[src/rtl/sudoku_pkg.sv]
// Shared types and helpers for the Sudoku solution streamer.
// Grid storage is box-major: grid[box][inner], inner cells row-major within the box.
package sudoku_pkg;

    localparam int GRID_DIM = 9;
    localparam int BOX_DIM  = 3;
    localparam int CELLS    = GRID_DIM * GRID_DIM;

    localparam logic [7:0] ASCII_ONE = 8'h31;
    localparam logic [7:0] ASCII_CR  = 8'h0D;
    localparam logic [7:0] ASCII_LF  = 8'h0A;

    // Candidate mask for one cell: bit k set means digit k+1 is possible.
    typedef logic [GRID_DIM-1:0] cell_t;

    // Full 9x9 grid, indexed [box][inner].
    typedef cell_t [GRID_DIM-1:0][GRID_DIM-1:0] grid_t;

    typedef enum logic [2:0] {
        IDLE,
        SEND,
        EOL_CR,
        EOL_LF,
        DONE
    } state_t;

    // ASCII digit for a one-hot mask; for other masks the lowest set bit wins,
    // so callers must qualify the result with a population count.
    function automatic logic [7:0] onehot_to_ascii(input cell_t mask);
        logic [7:0] ch;
        ch = 8'h00;
        for (int k = GRID_DIM - 1; k >= 0; k--) begin
            if (mask[k]) ch = ASCII_ONE + 8'(k);
        end
        return ch;
    endfunction

endpackage

[src/rtl/cell_to_ascii.sv]
// Combinational cell encoder: candidate mask -> ASCII byte plus ambiguity flag.
module cell_to_ascii
    import sudoku_pkg::*;
#(
    parameter logic [7:0] CHAR_UNSOLVED = 8'h2E,
    parameter logic [7:0] CHAR_AMBIG    = 8'h3F
) (
    input  logic [8:0] cell_i,
    output logic [7:0] char_o,
    output logic       ambig_o
);

    // Classify the mask by its population count and pick the output byte.
    always_comb begin
        ambig_o = 1'b0;
        char_o  = CHAR_UNSOLVED;
        if ($countones(cell_i) == 1) begin
            char_o = onehot_to_ascii(cell_i);
        end else if ($countones(cell_i) > 1) begin
            char_o  = CHAR_AMBIG;
            ambig_o = 1'b1;
        end
    end

endmodule

[src/rtl/solution_streamer.sv]
// Streams a solved (or partially solved) Sudoku grid as ASCII over a
// valid/ready handshake, row-major, one character per cycle.
// Optional feature macro: SOLUTION_STREAMER_CRLF_EN appends CR LF after each row.
module solution_streamer
    import sudoku_pkg::*;
#(
    parameter logic [7:0] CHAR_UNSOLVED = 8'h2E,
    parameter logic [7:0] CHAR_AMBIG    = 8'h3F
) (
    input  logic         i_Clk,
    input  logic         i_Rst_L,
    input  logic [728:0] i_Grid,
    input  logic         i_Complete,
    output logic [7:0]   o_Data,
    output logic         o_Valid,
    input  logic         i_Ready,
    output logic         o_Busy,
    output logic         o_Done,
    output logic         o_Error
);

    localparam logic [3:0] LAST_IDX = 4'(GRID_DIM - 1);

    state_t     state_q, state_d;
    logic [3:0] row_q, row_d;
    logic [3:0] col_q, col_d;
    logic       error_q, error_d;
    logic       complete_q;
    grid_t      grid_q;

    logic       start;
    logic [3:0] box_sel;
    logic [3:0] inner_sel;
    cell_t      sel_cell;
    logic [7:0] cell_char;
    logic       cell_ambig;

    assign start   = (state_q == IDLE) && i_Complete && !complete_q;
    assign o_Error = error_q;

    // Control state, counters, sticky error and the completion edge register.
    // NOTE: sequential state uses non-blocking assignments so every register samples pre-edge values.
    always_ff @(posedge i_Clk or negedge i_Rst_L) begin
        if (!i_Rst_L) begin
            state_q    <= IDLE;
            row_q      <= '0;
            col_q      <= '0;
            error_q    <= 1'b0;
            complete_q <= 1'b0;
        end else begin
            state_q    <= state_d;
            row_q      <= row_d;
            col_q      <= col_d;
            error_q    <= error_d;
            complete_q <= i_Complete;
        end
    end

    // Snapshot of the solver grid taken at the start of a readout.
    // NOTE: the grid snapshot has no reset; it is always overwritten at start before it is read.
    always_ff @(posedge i_Clk) begin
        if (start) grid_q <= i_Grid;
    end

    // Map the row-major position to the box-major storage index.
    always_comb begin
        box_sel   = 4'((int'(row_q) / BOX_DIM) * BOX_DIM + int'(col_q) / BOX_DIM);
        inner_sel = 4'((int'(row_q) % BOX_DIM) * BOX_DIM + int'(col_q) % BOX_DIM);
        sel_cell  = grid_q[box_sel][inner_sel];
    end

    cell_to_ascii #(
        .CHAR_UNSOLVED (CHAR_UNSOLVED),
        .CHAR_AMBIG    (CHAR_AMBIG)
    ) u_cell_to_ascii (
        .cell_i  (sel_cell),
        .char_o  (cell_char),
        .ambig_o (cell_ambig)
    );

    // Next-state and output decode; counters advance only on acceptance.
    // NOTE: every output of this block gets a default first so no latches are inferred.
    always_comb begin
        state_d = state_q;
        row_d   = row_q;
        col_d   = col_q;
        error_d = error_q;
        o_Valid = 1'b0;
        o_Busy  = 1'b1;
        o_Done  = 1'b0;
        o_Data  = 8'h00;

        case (state_q)
            IDLE: begin
                o_Busy = 1'b0;
                if (start) begin
                    error_d = 1'b0;
                    row_d   = '0;
                    col_d   = '0;
                    state_d = SEND;
                end
            end

            SEND: begin
                o_Valid = 1'b1;
                o_Data  = cell_char;
                if (i_Ready) begin
                    if (cell_ambig) error_d = 1'b1;
                    if (col_q == LAST_IDX) begin
                        col_d = '0;
`ifdef SOLUTION_STREAMER_CRLF_EN
                        state_d = EOL_CR;
`else
                        if (row_q == LAST_IDX) state_d = DONE;
                        else                   row_d   = row_q + 4'd1;
`endif
                    end else begin
                        col_d = col_q + 4'd1;
                    end
                end
            end

            EOL_CR: begin
                o_Valid = 1'b1;
                o_Data  = ASCII_CR;
                if (i_Ready) state_d = EOL_LF;
            end

            EOL_LF: begin
                o_Valid = 1'b1;
                o_Data  = ASCII_LF;
                if (i_Ready) begin
                    if (row_q == LAST_IDX) begin
                        state_d = DONE;
                    end else begin
                        row_d   = row_q + 4'd1;
                        state_d = SEND;
                    end
                end
            end

            DONE: begin
                o_Done  = 1'b1;
                state_d = IDLE;
            end

            default: state_d = IDLE;
        endcase
    end

endmodule
[config.mk]
export PLATFORM = sky130hd
export DESIGN_NAME = solution_streamer
export DESIGN_NICKNAME = d
export VERILOG_FILES = /design/src/rtl/sudoku_pkg.sv /design/src/rtl/cell_to_ascii.sv /design/src/rtl/solution_streamer.sv
export SDC_FILE = /design/constraint.sdc
export NUM_CORES = 1
export LEC_CHECK = 0
export ABC_AREA = 1
export BUFFER_PORTS_ARGS = -buffer_cell sky130_fd_sc_hd__buf_4
export CORE_AREA = 3 3 289 291
export CTS_BUF_LIST = sky130_fd_sc_hd__clkbuf_4
export CTS_CLUSTER_SIZE = 10
export DETAILED_ROUTE_END_ITERATION = 8
export DIE_AREA = 0 0 292 294
export GPL_TIMING_DRIVEN = 0
export PLACE_DENSITY = 0.71
export SYNTH_ARGS = -nofsm -noshare
export SYNTH_HDL_FRONTEND = slang
export SYNTH_SLANG_ARGS = --single-unit
[constraint.sdc]
create_clock -name i_Clk -period 47.8 [get_ports i_Clk]
set_input_delay 9.56 -clock i_Clk [delete_from_list [all_inputs] [get_ports i_Clk]]
set_output_delay 9.56 -clock i_Clk [all_outputs]
set_load 0.005 [all_outputs]
==> results of run 1 <==
==> critical path, delay by kind of cell, from the launching register on <==
family | cells | cell delay, ns
adders and majority gates | 10 | 3.86
AOI/OAI and AO/OA | 3 | 0.53
and+or+nand+nor | 18 | 3.07
buffers and inverters | 15 | 2.13
DFF | 1 | 0.37
xor gates and xnor gates | 1 | 0.14
==> metal layers <==
metal | GRT usage [%] | part of all wire [%] | up-vias
met5 | 0 | 0.056 | -
met4 | 15.2 | 4.6 | 10
met3 | 7.94 | 9.8 | 348
met2 | 50.6 | 48 | 1731
met1 | 37.0 | 37 | 12500
li1 | - | - | 11400
==> metrics by stage <==
stage | util, % | hold slack (ns) | worst slack, ns
floorplan | - | 0.491 | 4.93
global placement | 47.2 | 0.484 | -8.06
detailed placement | 47.9 | 0.507 | 28.04
CTS | 50.8 | 0.522 | 26.86
global route | 50.9 | 0.549 | 26.23
finish | 50.9 | 0.520 | 27.03
==> state kept, by name, indices dropped and copies added (netlist names) <==
name        cells
col_q           4
grid_q        729
o_Error         1
row_q           4
complete_q      1
state_q         3
==> cell usage in the layout, fill, tap and decap left out, types with 7 or more instances in the layout <==
master / count
nor2_1: 200
dfrtp_1: 13
a21oi_1: 128
buf_2: 86
buf_12: 21
xor2_1: 7
buf_4: 761
nor3_1: 12
o21ai_0: 191
clkbuf_4: 268
clkinv_1: 53
nand2_1: 582
fa_1: 8
inv_1: 78
nand2_2: 22
o221ai_1: 7
inv_2: 13
a22oi_1: 23
ha_1: 31
nand3_1: 212
o22ai_1: 63
diode_2: 40
clkbuf_1: 38
edfxtp_1: 729
a221oi_1: 14
buf_1: 9
==> worst paths after layout <==
| kind | endpoint | depth (start not counted) |
|---|---|---|
| worst max-delay path | o_Data[4] | 47 |
| worst min-delay path | o_Error | 2 |
| min in group asynchronous | complete_q | 1 |
| worst min register to register | o_Error | 2 |
| max in group asynchronous | col_q[3] | 1 |
| worst max register to register | o_Error | 44 |
==> area by class of cell <==
cell class / count / area (um^2) / area share, %
Sequential cell: 742 / 22200 / 54.0
Multi-Input combinational cell: 1589 / 7920 / 19.2
Timing Repair Buffer: 767 / 6080 / 14.8
Clock buffer: 268 / 2010 / 4.89
Tap cell: 1060 / 1330 / 3.22
Buffer: 154 / 776 / 1.89
Inverter: 93 / 357 / 0.867
Clock inverter: 69 / 347 / 0.843
Antenna cell: 40 / 100 / 0.243
==> cells by family after synthesis <==
| logic type | Yosys count |
|---|---|
| xor+xnor | 8 |
| other cells | 1 |
| flops | 742 |
| buf+inv | 247 |
| simple gates | 1062 |
| fa+ha+maj | 39 |
| compound gates | 478 |
==> impl_results.md, run 1 <==
- First-pass GRT wire length: 182 mm
- Most frequent cell after synthesis: edfxtp_1
- Post-synth EDFFs: 729
- Post-Route WL: between 100 and 150 mm
- Antenna Violating Nets Remaining: 0
- Relative slew slack: 7.30%
- Share of cells above drive strength 1: 33.1%
- Period utilization: a little over two fifths
- Fillers: 7217
- Synth cell types: 57
- Post-Synth Simple-Gate Area: 14.5%
- Finished Layout Cells: 4782
- Area Overhead vs Synth: 31.6%
- Synth warn: 0
- CTS resizes: 0
- Worst reg2reg path startpoint: row_q[2]
- Clk buf depth: 3
- Clock net sink count: 742
- Multiplexer area fraction after synthesis: 0%
- Compound-Gate Fraction of Synth Area: around 8.8%
- GRT Residual Overflow: 0
- Starting Density: 38.7%
- Final worst path period need: slightly above 20 ns
- Initial antenna violation count: 43
- Final Hold Fails: 0
- Port Buf Inserts: 742
- Vias: 26000
- Worst slew pin tran: ~1.4 ns
- Count of final setup violators: 0
- DR WL/cell: 28.0 um
- Placed insts: ~4400
- Placer Congestion: just under 0.9
- Slowest CP cell: fa_1
- Unrepaired setup endpoints after global routing: false
- Worst Path Required: 38.24 ns
- Final slew viol count: 0
- Initial DRC Count: 2832
- Max-cap viol count: 0
- Synth Area in XOR/XNOR: less than 1%
- Slowest stage delay, CP: 0.90 ns
- CTS tree: done
- Post-CTS Setup Bufs: 0
- Post-synth top area share: 70.0%
- FP Rows: 104
- H-Tree Depth: 4
- Crit end category: primary output
- Largest family of logic cells by synthesized area: simple AND/OR/NAND/NOR gates
- Type of the most critical hold path: reg -> reg
- Worst setup SP type: flip-flop
- Worst EP arrival: 11.21 ns
- Syn_area_per_cell: 12.1 um^2
- CP Class: reg -> out
- CTS root buf: clkbuf_4
- Worst Setup SP: row_q[2]
- Register bit total from synthesis: between 700 and 800
- Die W: 292 um
- Commonest cells post-synth: edfxtp_1 (729), nand2_1 (582), nand3_1 (212)
- Hold buffers post-CTS: 0
- Post-Synth Adder-Cell Area: 1.75%
- Cts bufs inserted: 191
- Most frequent CP cell: inv_1
- Worst skew pair latency: 1.13 ns
- Vias in the first global route: 25900
- Reg clk slew, reported paths: 0.07 ns
- Max Fclk: slightly below 50 MHz
- Via density: between 5 and 6
- Most used flip-flop cell after synthesis: edfxtp_1
- Peak fanout along the critical path: 9
- Nets: 4310
- Hold wc startpoint: o_Error
- Die area: about 86000 um^2
- DRC Markers: 0
- Drt pass-1 iters: 6
- Setup total negative slack: 0 ns
- Setup Skew: 0.0861 ns
- Status: complete, no violations
- DP HPWL: 99.1 mm
- GR Util All Layers: a little under a third
- Io pins: 745
- Fin area: approximately 41000 um^2
- Async set or reset register ratio after synthesis: 1.75%
- Synth top area cells: edfxtp_1 (70%), nand2_1 (7.0%), nand3_1 (3.4%)
- Synth area leader: edfxtp_1
- Sequential element share of the synthesized area: 71.1%
- Area of the core: ~81000 um^2
- Post-Syn Area: 31300 um^2
- Syn Inst Count: 2577
- Largest net degree at the start of global routing: 39
- Die span in y: 294 um
- Placed Area: 38700 um^2
- Worst R2R Setup Slack: ~38 ns
Power of run 1 is not shown: default switching activity piles up to over one toggle a cycle in this logic, so the estimate is an artifact.
==> inputs of run 2 (changes only) <==
- CORE_AREA: 3 3 289 291 -> 3 3 286 288
- DIE_AREA: 0 0 292 294 -> 0 0 289 291
- PLACE_DENSITY: 0.71 -> 0.75
- clock period: 47.8 -> 17.05 ns (I/O delays scaled with it)
==> run 2 against run 1 <==
  * Worst setup slack worse by 25 ns
  * Cell count down 0.40%
  * First-iteration DRC count up 20%
  * Cell area up 0.44%
  * Largest cell class unchanged
  * Worst hold slack worse by 0.0075 ns
==> impl_results.md, run 2 (same netlist as run 1, synthesis figures left out) <==
- Status: complete, no violations
- Largest regs: grid_q x729, col_q x4, row_q x4
- Starting Density: 39.5%
- Clock net sink count: about 740
- Worst slew pin tran: 1.43 ns
- Initial DRC Count: around 3400
- Commonest cells after routing, fill and taps aside: buf_4 (760), edfxtp_1 (729), nand2_1 (582)
- Drt pass-1 iters: 6
- Slowest stage delay, CP: 0.94 ns
- GRT Residual Overflow: 0
- Largest net degree at the start of global routing: 38
- Final Hold Fails: 0
- Commonest non-fill, non-tap cell in the layout: buf_4
- Unrepaired setup endpoints after global routing: false
- Most frequent CP cell: inv_1
- Worst Path Required: 13.64 ns
- CTS resizes: 0
- CTS root buf: clkbuf_4
- Vias: 26300
- Type of the most critical hold path: reg -> reg
- Count of final setup violators: 0
- DRC Markers: 0
- FF-to-FF path depth: 43
- Cts bufs inserted: 193
- Placed insts: 4397
- Post-layout util: 52.2%
- Met2 WL: 64.0 mm
- Worst setup SP type: flip-flop
- Die span in y: 291 um
- Worst EP arrival: 11.12 ns
- Die area: 84100 um^2
- Share of cells above drive strength 1: 33.7%
- Slowest CP cell: fa_1
- Relative slew slack: 4.73%
- Antenna Violating Nets Remaining: 0
- Reg clk slew, reported paths: 0.06 ns
- Final slew viol count: 0
- Die W: 289 um
- Area Overhead vs Synth: 32.2%
- Max reg flops: 729
- Period utilization: between 80% and 90%
- Max Fclk: 68.8 MHz
- Initial antenna violation count: 38
- Top Metal Used: met5
- GR Util All Layers: 31.0%
- Port Buf Inserts: 742
- Met3 routed WL: around 14 mm
- Finished Layout Cells: 4763
- Crit end category: primary output
- Io pins: 745
- Post-CTS Setup Bufs: 0
- DP HPWL: 98.8 mm
- H-Tree Depth: 4
- CTS tree: done
- Nets: about 4300
- Setup Skew: 0.0960 ns
- Post-Route WL: 134 mm
- Placer Congestion: 0.887
- Worst hold path cell count: 2
- Peak fanout along the critical path: 9
- First-pass GRT wire length: 181 mm
- Final worst path period need: roughly 15 ns
- Worst skew pair latency: ~1.1 ns
- Most flops, register: grid_q
- Max-cap viol count: 0
- Hold buffers post-CTS: 0
- CP Class: reg -> out
- Via density: 5.53
- Clk buf depth: 3
- Area of the core: 79100 um^2
- Vias in the first global route: 25900
- DR WL/cell: 28.1 um
- Metal-1 WL: 49.5 mm
- FP Rows: 103
run 2: path summary, 6_finish.rpt:
check	startpoint	endpoint	slack, ns
max	row_q[2]	o_Data[4]	2.52
max in group asynchronous	i_Rst_L	state_q[1]	14.58
max reg2reg	row_q[2]	o_Error	7.19
min in group asynchronous	i_Rst_L	complete_q	2.26
min	o_Error	o_Error	0.51
min reg2reg	o_Error	o_Error	0.51
run 2: per-layer routing:
layer / up-vias / global-route usage (%)
li1: 11400 / -
met2: 2070 / 51.1
met5: - / 0
met1: 12500 / 39.0
met3: 372 / 7.13
met4: 8 / 14.0
run 2: stage by stage:
stage / instance area (um^2) / hold slack (ns) / setup TNS, ns / worst slack (ns)
final: 41300 / 0.512 / 0 / 2.52
after global routing: 41300 / 0.564 / 0 / 1.94
after detailed placement: 38700 / 0.496 / 0 / 3.54
after CTS: 41200 / 0.510 / 0 / 2.39
after global placement: 38100 / 0.482 / -1450.08 / -2.94
after floorplan: 31300 / 0.491 / 0 / 1.50
run 2: worst max-delay path: cells and delay by family, from the launching register on:
family | cells | cell delay [ns]
adders and majority gates | 10 | 3.84
and+or+nand+nor | 17 | 2.88
buffers and inverters | 15 | 2.15
AOI/OAI and AO/OA | 3 | 0.70
DFF | 1 | 0.37
xor gates and xnor gates | 1 | 0.14
run 2: final cells by class:
| cell class | instances | area, um^2 |
|---|---|---|
| buffer | 154 | 776 |
| clock inverter | 59 | 408 |
| antenna | 27 | 67.6 |
| clock buffer | 280 | 2100 |
| tap | 1050 | 1310 |
| fill | 6890 | 37800 |
| sequential | 742 | 22200 |
| timing repair buffer | 769 | 6150 |
| inverter | 93 | 357 |
| multi-input combinational | 1589 | 7920 |
Power of run 2 is left out for the same reason.
